`src/rtl/fifo_burst_ctrl_pkg.sv`:
```
// Shared types, default widths and the saturating-increment helper for the FIFO burst controller.
package fifo_ctrl_pkg;

  typedef enum logic [1:0] {
    ST_RST   = 2'd0,
    ST_IDLE  = 2'd1,
    ST_BURST = 2'd2,
    ST_TAIL  = 2'd3
  } state_e;

  localparam int DW_DEF        = 8;
  localparam int DC_W_DEF      = 8;
  localparam int BURST_LEN_DEF = 16;
  localparam int RST_CYC_DEF   = 4;
  localparam int BCNT_W        = 16;
  localparam int ECNT_W        = 8;

  // Widths up to 32 bits; the value sticks at the all-ones ceiling of width w.
  function automatic logic [31:0] sat_inc(input logic [31:0] v, input int unsigned w);
    logic [31:0] max;
    max = (w >= 32) ? 32'hFFFF_FFFF : ((32'd1 << w) - 32'd1);
    return (v >= max) ? max : v + 32'd1;
  endfunction

endpackage

```
`src/rtl/fifo_burst_ctrl_if.sv`:
```
// Controller <-> FIFO bundle; master is the controller side, slave the FIFO side.
interface fifo_burst_ctrl_if #(
  parameter int DW   = 8,
  parameter int DC_W = 8
);
  logic            srst;
  logic [DW-1:0]   din;
  logic            wr_en;
  logic            rd_en;
  logic [DW-1:0]   dout;
  logic            full;
  logic            empty;
  logic            valid;
  logic            overflow;
  logic            underflow;
  logic [DC_W-1:0] data_count;

  modport master (
    output srst, din, wr_en, rd_en,
    input  dout, full, empty, valid, overflow, underflow, data_count
  );

  modport slave (
    input  srst, din, wr_en, rd_en,
    output dout, full, empty, valid, overflow, underflow, data_count
  );
endinterface

```
`src/rtl/fifo_burst_ctrl_sat_cnt.sv`:
```
// W-bit saturating event counter with synchronous clear.
module sat_cnt
  import fifo_ctrl_pkg::*;
#(
  parameter int W = 8
) (
  input  logic         clk,
  input  logic         srst_n,
  input  logic         inc_i,
  input  logic         clr_i,
  output logic [W-1:0] cnt_o
);

  logic [W-1:0] cnt_q, cnt_d;

  always_comb begin
    cnt_d = cnt_q;
    if (clr_i)      cnt_d = '0;
    else if (inc_i) cnt_d = W'(sat_inc(32'(cnt_q), W));
  end

  always_ff @(posedge clk) begin
    if (!srst_n) cnt_q <= '0;
    else         cnt_q <= cnt_d;
  end

  assign cnt_o = cnt_q;

endmodule

```
`src/rtl/fifo_burst_ctrl.sv`:
```
// Burst sequencer for a synchronous FIFO: gated writes, timed FIFO reset window,
// fixed-length (or flushed short) read bursts and saturating status counters.
module fifo_burst_ctrl
  import fifo_ctrl_pkg::*;
#(
  parameter int DW        = DW_DEF,
  parameter int DC_W      = DC_W_DEF,
  parameter int BURST_LEN = BURST_LEN_DEF,
  parameter int RST_CYC   = RST_CYC_DEF
) (
  input  logic              clk,
  input  logic              srst_n,
  input  logic              en,
  input  logic              clr,
  input  logic              flush,
  input  logic              s_valid,
  input  logic [DW-1:0]     s_data,
  output logic              s_ready,
  input  logic              burst_rdy,
  output logic              m_valid,
  output logic [DW-1:0]     m_data,
  output logic              m_last,
  fifo_burst_ctrl_if.master fifo,
  output logic [BCNT_W-1:0] burst_cnt,
  output logic [ECNT_W-1:0] ovf_cnt,
  output logic [ECNT_W-1:0] unf_cnt
);

  localparam int              RCW      = (RST_CYC > 1) ? $clog2(RST_CYC) : 1;
  localparam logic [RCW-1:0]  RST_LAST = RCW'(RST_CYC - 1);
  localparam logic [DC_W-1:0] BLEN     = DC_W'(BURST_LEN);

  state_e          state_q;
  logic [RCW-1:0]  rst_cnt_q;
  logic [DC_W-1:0] rem_q;
  logic            m_last_q;

  logic rd_en, start_full, start_short, burst_done;

  // Reads only issue against a non-empty FIFO; a stalled cycle leaves rem untouched.
  assign rd_en       = (state_q == ST_BURST) && !fifo.empty;
  assign start_full  = en && burst_rdy && (fifo.data_count >= BLEN);
  assign start_short = en && burst_rdy && flush && !fifo.empty;
  assign burst_done  = (state_q == ST_TAIL) && !clr;

  always_ff @(posedge clk) begin
    if (!srst_n || clr) begin
      state_q   <= ST_RST;
      rst_cnt_q <= '0;
      rem_q     <= '0;
      m_last_q  <= 1'b0;
    end else begin
      m_last_q <= 1'b0;
      unique case (state_q)
        ST_RST: begin
          if (rst_cnt_q == RST_LAST) state_q   <= ST_IDLE;
          else                       rst_cnt_q <= rst_cnt_q + 1'b1;
        end
        ST_IDLE: begin
          if (start_full) begin
            rem_q   <= BLEN;
            state_q <= ST_BURST;
          end else if (start_short) begin
            rem_q   <= fifo.data_count;
            state_q <= ST_BURST;
          end
        end
        ST_BURST: begin
          if (rd_en) begin
            rem_q <= rem_q - 1'b1;
            // Final read issues now; its data and m_last land together next cycle.
            if (rem_q == DC_W'(1)) begin
              state_q  <= ST_TAIL;
              m_last_q <= 1'b1;
            end
          end
        end
        ST_TAIL: state_q <= ST_IDLE;
        default: state_q <= ST_RST;
      endcase
    end
  end

  assign s_ready    = (state_q != ST_RST) && !fifo.full;
  assign fifo.wr_en = s_valid && s_ready;
  assign fifo.din   = s_data;
  assign fifo.rd_en = rd_en;
  assign fifo.srst  = (state_q == ST_RST);

  assign m_valid = fifo.valid;
  assign m_data  = fifo.dout;
  assign m_last  = m_last_q;

  sat_cnt #(.W(BCNT_W)) u_burst_cnt (
    .clk(clk), .srst_n(srst_n), .inc_i(burst_done), .clr_i(1'b0), .cnt_o(burst_cnt)
  );

  sat_cnt #(.W(ECNT_W)) u_ovf_cnt (
    .clk(clk), .srst_n(srst_n), .inc_i(fifo.overflow), .clr_i(1'b0), .cnt_o(ovf_cnt)
  );

  sat_cnt #(.W(ECNT_W)) u_unf_cnt (
    .clk(clk), .srst_n(srst_n), .inc_i(fifo.underflow), .clr_i(1'b0), .cnt_o(unf_cnt)
  );

endmodule

```
`src/flat_wrapper.sv`:
```
// flat-port wrapper written by rule: the top's interface ports become plain ports
module fifo_burst_ctrl_flat import fifo_ctrl_pkg::*;
#(
  parameter int DW        = DW_DEF,
  parameter int DC_W      = DC_W_DEF,
  parameter int BURST_LEN = BURST_LEN_DEF,
  parameter int RST_CYC   = RST_CYC_DEF
)
  (clk, srst_n, en, clr, flush, s_valid, s_data, s_ready, burst_rdy, m_valid, m_data, m_last, burst_cnt, ovf_cnt, unf_cnt, fifo_srst, fifo_din, fifo_wr_en, fifo_rd_en, fifo_dout, fifo_full, fifo_empty, fifo_valid, fifo_overflow, fifo_underflow, fifo_data_count);
  fifo_burst_ctrl_if #(.DW(DW), .DC_W(DC_W)) fifo_i ();
  input  logic clk;
  input  logic srst_n;
  input  logic en;
  input  logic clr;
  input  logic flush;
  input  logic s_valid;
  input  logic [DW-1:0] s_data;
  output logic s_ready;
  input  logic burst_rdy;
  output logic m_valid;
  output logic [DW-1:0] m_data;
  output logic m_last;
  output logic [BCNT_W-1:0] burst_cnt;
  output logic [ECNT_W-1:0] ovf_cnt;
  output logic [ECNT_W-1:0] unf_cnt;
  output wire logic [$bits(fifo_i.srst)-1:0] fifo_srst;
  output wire logic [$bits(fifo_i.din)-1:0] fifo_din;
  output wire logic [$bits(fifo_i.wr_en)-1:0] fifo_wr_en;
  output wire logic [$bits(fifo_i.rd_en)-1:0] fifo_rd_en;
  input wire logic [$bits(fifo_i.dout)-1:0] fifo_dout;
  input wire logic [$bits(fifo_i.full)-1:0] fifo_full;
  input wire logic [$bits(fifo_i.empty)-1:0] fifo_empty;
  input wire logic [$bits(fifo_i.valid)-1:0] fifo_valid;
  input wire logic [$bits(fifo_i.overflow)-1:0] fifo_overflow;
  input wire logic [$bits(fifo_i.underflow)-1:0] fifo_underflow;
  input wire logic [$bits(fifo_i.data_count)-1:0] fifo_data_count;
  assign fifo_srst = fifo_i.srst;
  assign fifo_din = fifo_i.din;
  assign fifo_wr_en = fifo_i.wr_en;
  assign fifo_rd_en = fifo_i.rd_en;
  assign fifo_i.dout = fifo_dout;
  assign fifo_i.full = fifo_full;
  assign fifo_i.empty = fifo_empty;
  assign fifo_i.valid = fifo_valid;
  assign fifo_i.overflow = fifo_overflow;
  assign fifo_i.underflow = fifo_underflow;
  assign fifo_i.data_count = fifo_data_count;
  fifo_burst_ctrl #(.DW(DW), .DC_W(DC_W), .BURST_LEN(BURST_LEN), .RST_CYC(RST_CYC)) u_core (.clk(clk), .srst_n(srst_n), .en(en), .clr(clr), .flush(flush), .s_valid(s_valid), .s_data(s_data), .s_ready(s_ready), .burst_rdy(burst_rdy), .m_valid(m_valid), .m_data(m_data), .m_last(m_last), .fifo(fifo_i), .burst_cnt(burst_cnt), .ovf_cnt(ovf_cnt), .unf_cnt(unf_cnt));
endmodule
```
`config.mk`:
```
export PLATFORM = sky130hd
export DESIGN_NAME = fifo_burst_ctrl_flat
export DESIGN_NICKNAME = d
export VERILOG_FILES = /design/src/rtl/fifo_burst_ctrl_pkg.sv /design/src/rtl/fifo_burst_ctrl_if.sv /design/src/rtl/fifo_burst_ctrl_sat_cnt.sv /design/src/rtl/fifo_burst_ctrl.sv /design/src/flat_wrapper.sv
export SDC_FILE = /design/constraint.sdc
export NUM_CORES = 1
export LEC_CHECK = 0
export CELL_PAD_IN_SITES_DETAIL_PLACEMENT = 0
export CELL_PAD_IN_SITES_GLOBAL_PLACEMENT = 1
export CORE_MARGIN = 5
export CORE_UTILIZATION = 35
export CTS_BUF_LIST = sky130_fd_sc_hd__clkbuf_8 sky130_fd_sc_hd__clkbuf_16
export DETAILED_ROUTE_END_ITERATION = 10
export PLACE_DENSITY = 0.91
export SYNTH_ARGS = -nofsm -noshare
export SYNTH_HDL_FRONTEND = slang
export SYNTH_SLANG_ARGS = --single-unit
```
`constraint.sdc`:
```
create_clock -name clk -period 5.1 [get_ports clk]
set_input_delay 1.02 -clock clk [delete_from_list [all_inputs] [get_ports clk]]
set_output_delay 1.02 -clock clk [all_outputs]
set_load 0.005 [all_outputs]
```
==> results of run 1 <==
==> power groups by stage <==
stage / Clock [mW] / Combinational, mW / Sequential, mW
final: 0.278 / 0.0479 / 0.359
after floorplan: 0 / 0.0312 / 0.367
after detailed placement: 0 / 0.0481 / 0.367
after CTS: 0.288 / 0.0482 / 0.359
after global routing: 0.301 / 0.0525 / 0.360
after global placement: 0 / 0.0468 / 0.367
==> cell type report <==
cell class,count,area [µm²]
clock buffer,6,82.58
clock inverter,2,33.78
fill,686,4003
inverter,12,45.04
multi-input combinational,217,1436
sequential,45,900.9
tap,99,123.9
timing repair buffer,55,550.5
==> path summary, 6_finish.rpt <==
check | to | slack, ns | depth (start not counted)
hold / removal | u_core.rst_cnt_q[1] | 0.48 | 2
hold reg to reg | u_core.rst_cnt_q[1] | 0.48 | 2
setup / recovery | fifo_wr_en | 1.90 | 4
setup reg to reg | u_core.rem_q[4] | 3.01 | 6
==> cells in the final DEF, fill, tap and decap left out, types with 3 or more instances in the layout <==
cell type,synthesis,layout
a21oi_1,30,30
a31oi_1,9,9
a41o_1,3,3
and2_1,3,3
and3_1,5,5
clkbuf_8,0,6
clkdlybuf4s50_1,0,55
dfxtp_1,45,45
ha_1,10,10
inv_1,12,13
mux2i_1,3,3
nand2_1,20,20
nand2b_1,3,3
nand3_1,10,10
nand4_1,5,5
nor2_1,18,18
nor2b_1,5,5
nor3_1,16,16
nor4_1,10,10
o21ai_0,9,9
or3_1,3,3
xnor2_1,11,11
xor2_1,7,7
==> state kept, by name, indices dropped and copies added, names as in the netlist <==
signal / cells
u_core.u_ovf_cnt.cnt_o: 8
u_core.m_last: 1
u_core.rst_cnt_q: 2
u_core.rem_q: 8
u_core.u_burst_cnt.cnt_o: 16
u_core.state_q: 2
u_core.u_unf_cnt.cnt_o: 8
==> cells by family after synthesis <==
group	synth area share
xor+xnor	0.06164
mux	0.01174
flops	0.3522
fa+ha+maj	0.04892
buf+inv	0.08611
compound gates	0.2055
simple gates	0.2339
==> per-layer routing <==
| layer | share of wire | track usage | vias up |
|---|---|---|---|
| li1 | - | - | 1159 |
| met1 | 0.44 | 0.1699 | 1073 |
| met2 | 0.48 | 0.2321 | 67 |
| met3 | 0.070 | 0.02999 | 8 |
| met4 | 0.0091 | 0.03436 | 0 |
| met5 | 0 | 0 | - |
==> worst max-delay path, delay by kind of cell <==
kind,cells,cell delay [ns]
buffers and inverters,2,0.89
and+or+nand+nor,2,0.27
==> metrics by stage <==
stage / power (mW) / util / std cells / setup slack, ns
2_1_floorplan: 0.3980 / - / 301 / 2.789
3_3_place_gp: 0.4139 / 0.4260 / 428 / 1.890
3_5_place_dp: 0.4154 / 0.4260 / 428 / 1.882
4_1_cts: 0.6947 / 0.4422 / 436 / 1.882
5_1_grt: 0.7134 / 0.4422 / 436 / 1.801
6_report: 0.6845 / 0.4422 / 436 / 1.899
==> impl_results.md, run 1 <==
- Outcome: finished clean
- Synth Register Bits: 45
- Vias per inst: 5.291
- Final hold violations: 0
- P_sw: 0.1459 mW
- Logic pwr share: 0.070
- Hold Slack: 0.4835 ns
- Number of synthesized flops with an enable pin: 0
- Clock Latency Late Sink: 0.29 ns
- Layout Skew: 0.004665 ns
- Final period util: 0.6276
- Internal: 0.5385 mW
- Port Buf Inserts: 55
- Clock Path Buffers: 2
- CP Launch Type: input pin
- Leak Pwr: 1.066 nW
- Die Span X: 95.48 µm
- Root Driver: clkbuf_8
- Clock-pin slew on the worst setup and hold paths: 0.08 ns
- Synth Net Count: 347
- Core area: 7176 µm²
- Nets: 382
- YS warnings: 0
- Pwr Density: 215.7 nW/µm²
- Fmax: 312.4 MHz
- Critical Path Max Stage Delay: 0.50 ns
- WP data required: 4.08 ns
- # Post-CTS Setup Buffers: 0
- Placed inst area: 3057 µm²
- Die ar.: 9116 µm²
- CP endpoint kind: output port
- CP cell instances: clkdlybuf4s50_1 -> nor2_1 -> and2_1 -> clkdlybuf4s50_1
- CTS tree: built
- Initial Util: 0.3564
- Crit-path slowest cell: clkdlybuf4s50_1
- Ys async rst share: 0
- R2R Path Start: u_core.state_q[0]
- ANT nets after route: 0
- Hold Buf Count CTS: 0
- Die height: 95.48 µm
- GR Util All Layers: 0.1347
- CP Launch Point: fifo_full
- Net Sw Frac: 0.2132
- Min cycle time layout: 3.201 ns
- Fin area: 3173 µm²
- Top_reg_cell synth: dfxtp_1
- Number of global-route vias before repair: 2182
- Maximum capacitance violations: 0
- Avg Inst Size Synth: 8.497 µm²
- Largest fanout on the critical path: 2
- Synth top cells by count: 45 x dfxtp_1, 30 x a21oi_1, 20 x nand2_1
- Drt pass-1 iters: 4
- Antenna Cells: 0
- Most used cell, CP: clkdlybuf4s50_1
- Final WL: 5940 µm
- Hold Crit Start: u_core.rst_cnt_q[1]
- Share of the synthesized area in the top cell type: 0.3523
- Worst slew pin tran: 0.9823 ns
- Cell taking the most area after synthesis: dfxtp_1
- Slew Viols, Final: 0
- TNS Setup: 0 ns
- Final setup fails: 0
- Setup CP Type: in2out
- Clock power share: 0.406
- FP Rows: 31
- Peak VDD IR: 0.09028 mV
- Flop pwr share: 0.524
- Largest net degree at the start of global routing: 31
- Via count: 2307
- Netlist cell types: 54
- Synth Instances: 301
- Synthesis-to-layout area growth: 24.07%
- DRC Markers: 0
- Post-cts sizing count: 0
- Gpl congestion: 0.8126
- First-pass GRT wire length: 10030 µm
- Antenna violations before repair: 0
- Synth top area cells: dfxtp_1 35%, a21oi_1 5.9%, buf_4 5.0%
- GRT overflow: 0
- RSZ-0062 raised after global routing: false
- Total CTS buffers: 5
- Num ports: 90
- DRT iter0 DRCs: 93
- Slew HR: 0.3444
- H-tree levels: 2
- Netlist Area Pre-Place: 2557 µm²
- CP arrival: 2.18 ns
- Sink Count: 45
- Worst min path class: reg2reg
- Layout cells sized above 1: 0.06825
- Post-synthesis sequential area ratio: 0.3523
- Most instantiated library cell after synthesis: dfxtp_1
- Wire length per cell: 13.62 µm
- Post-DP HPWL: 4396 µm
Note: power is estimated with default switching activity, not from simulation.
==> inputs of run 2 (changes only) <==
--- a/config.mk
+++ b/config.mk
@@ -8,10 +8,10 @@
 export CELL_PAD_IN_SITES_DETAIL_PLACEMENT = 0
 export CELL_PAD_IN_SITES_GLOBAL_PLACEMENT = 1
 export CORE_MARGIN = 5
-export CORE_UTILIZATION = 35
+export CORE_UTILIZATION = 33
 export CTS_BUF_LIST = sky130_fd_sc_hd__clkbuf_8 sky130_fd_sc_hd__clkbuf_16
 export DETAILED_ROUTE_END_ITERATION = 10
-export PLACE_DENSITY = 0.91
+export PLACE_DENSITY = 0.87
 export SYNTH_ARGS = -nofsm -noshare
 export SYNTH_HDL_FRONTEND = slang
 export SYNTH_SLANG_ARGS = --single-unit
==> constraint.sdc (replaced) <==
create_clock -name clk -period 3.17 [get_ports clk]
set_input_delay 0.634 -clock clk [delete_from_list [all_inputs] [get_ports clk]]
set_output_delay 0.634 -clock clk [all_outputs]
set_load 0.005 [all_outputs]
==> impl_results.md, run 2 (synthesized netlist as in run 1, its figures left out) <==
- Drt pass-1 iters: 4 (unchanged)
- Number of global-route vias before repair: 2052 (-6.0%)
- Worst slew pin tran: 0.5823 ns (-0.3999 ns)
- Post-DP HPWL: 4331 µm (-1.5%)
- Clock-pin slew on the worst setup and hold paths: 0.08 ns (about the same)
- DRC Markers: 0 (unchanged)
- Total CTS buffers: 5 (unchanged)
- Final period util: 0.8657
- Nets: 383 (+0.26%)
- Wire length per cell: 13.18 µm (-3.3%)
- Die Span X: 98.04 µm (+2.7%)
- Initial Util: 0.3344 (-0.02198)
- Commonest non-fill, non-tap cell in the layout: clkdlybuf4s50_1
- Num ports: 90 (unchanged)
- Most frequent cells in the layout: 55 x clkdlybuf4s50_1, 45 x dfxtp_1, 30 x a21oi_1
- Synthesis-to-layout area growth: 24.02% (about the same)
- ANT nets after route: 0 (unchanged)
- Final hold violations: 0 (unchanged)
- CP Launch Type: register
- H-tree levels: 2 (unchanged)
- Gpl congestion: 0.7828 (-3.7%)
- Largest net degree at the start of global routing: 21 (-32%)
- Pwr Density: 339.1 nW/µm² (+57%)
- # Post-CTS Setup Buffers: 0 (unchanged)
- Register area: 900.9 µm² (unchanged)
- Die ar.: 9611 µm² (+5.4%)
- Leak Pwr: 1.063 nW (-0.36%)
- Die height: 98.04 µm (+2.7%)
- Clock Path Buffers: 2 (unchanged)
- GR Util All Layers: 0.1167 (-0.01807)
- DRT iter0 DRCs: 68 (-27%)
- Peak VDD IR: 0.1704 mV (+89%)
- Antenna Cells: 0 (unchanged)
- TNS Setup: 0 ns (unchanged)
- Maximum capacitance violations: 0 (unchanged)
- Core area: 7647 µm² (+6.6%)
- WP data required: 2.54 ns (-1.54 ns)
- GRT overflow: 0 (unchanged)
- Layout fillers: 767 (+12%)
- Root Driver: clkbuf_8
- CTS tree: built
- Area occupied by multi-input gates: 1436 µm² (unchanged)
- Layout Skew: 0.004779 ns (+0.0001136 ns)
- Critical Path Max Stage Delay: 0.51 ns (about the same)
- Layout cells sized above 1: 0.07122 (+0.002967)
- Hold Slack: 0.4700 ns (-0.01349 ns)
- Largest fanout on the critical path: 13 (+11)
- Post-cts sizing count: 0 (unchanged)
- Pwr Total: 1.075 mW (+57%)
- RSZ-0062 raised after global routing: false
- Hold Buf Count CTS: 0 (unchanged)
- CP arrival: 2.11 ns (-0.07 ns)
- FP Rows: 32 (+3.2%)
- Clock Latency Late Sink: 0.29 ns (about the same)
- Final setup fails: 0 (unchanged)
- Fmax: 364.4 MHz
- Worst min path class: reg2reg
- Port Buf Inserts: 55 (unchanged)
- Flop2flop setup slack: 1.07 ns (-1.94 ns)
- Setup CP Type: reg2out
- CP endpoint kind: output port
- Outcome: finished clean
- CP bufs+invs: 3 (+1)
- CP delay by family, top: buffers and inverters
- Slew Viols, Final: 0 (unchanged)
- Crit-path slowest cell: clkdlybuf4s50_1
- First-pass GRT wire length: 9508 µm (-5.2%)
- CP cell instances: inv_1 -> ha_1 -> inv_1 -> nor2_1 -> clkdlybuf4s50_1
- Via count: 2245 (-2.7%)
- Vias per inst: 5.114 (-3.4%)
- Min cycle time layout: 2.744 ns
- Most used cell, CP: inv_1
- Antenna violations before repair: 0 (unchanged)
- Final WL: 5786 µm (-2.6%)
- Slew HR: 0.6109 (+0.2664)
- Sink Count: 45 (unchanged)
- Max reg flops: 16 (unchanged)
[run 2: worst min-delay path, cell delays in order, from the launching register on]
cell     delay (ns)
dfxtp_1        0.32
nand2_1        0.05
a21oi_1        0.05
[run 2: layout make-up]
type / instances / share of cell area
Clock buffer: 5 / 0.02170
Tap cell: 102 / 0.04024
Timing Repair Buffer: 56 / 0.1759
Sequential cell: 45 / 0.2840
Multi-Input combinational cell: 217 / 0.4529
Clock inverter: 2 / 0.01105
Inverter: 12 / 0.01420
[run 2: per-stage QoR]
step | setup WS [ns] | instances | util | instance area (µm²)
after global placement | 0.5705 | 432 | 0.4012 | 3068
after floorplan | 1.252 | 301 | - | 2557
after detailed placement | 0.4804 | 432 | 0.4012 | 3068
after global routing | 0.2733 | 439 | 0.4148 | 3172
final | 0.4258 | 439 | 0.4148 | 3172
after CTS | 0.3969 | 439 | 0.4148 | 3172
[run 2: final timing paths]
check,start,to,cells past startpoint
worst max-delay path,u_core.state_q[0],fifo_rd_en,5
worst min-delay path,u_core.rst_cnt_q[1],u_core.rst_cnt_q[1],2
worst max register to register,u_core.state_q[0],u_core.u_burst_cnt.cnt_o[11],5
worst min register to register,u_core.rst_cnt_q[1],u_core.rst_cnt_q[1],2
[run 2: routing by layer]
metal	part of all wire	up-vias	GRT usage
met1	0.47	1026	0.1473
met3	0.056	10	0.03214
met4	0.0085	0	0.03301
li1	-	1152	-
met2	0.46	57	0.1948
met5	0	-	0
[run 2: report_power, final]
part	switching [mW]	internal, mW	leakage [nW]	total [mW]
logic	0.0351	0.0421	0.645	0.0772
registers	0.00651	0.571	0.364	0.578
clock network	0.191	0.229	0.0540	0.421
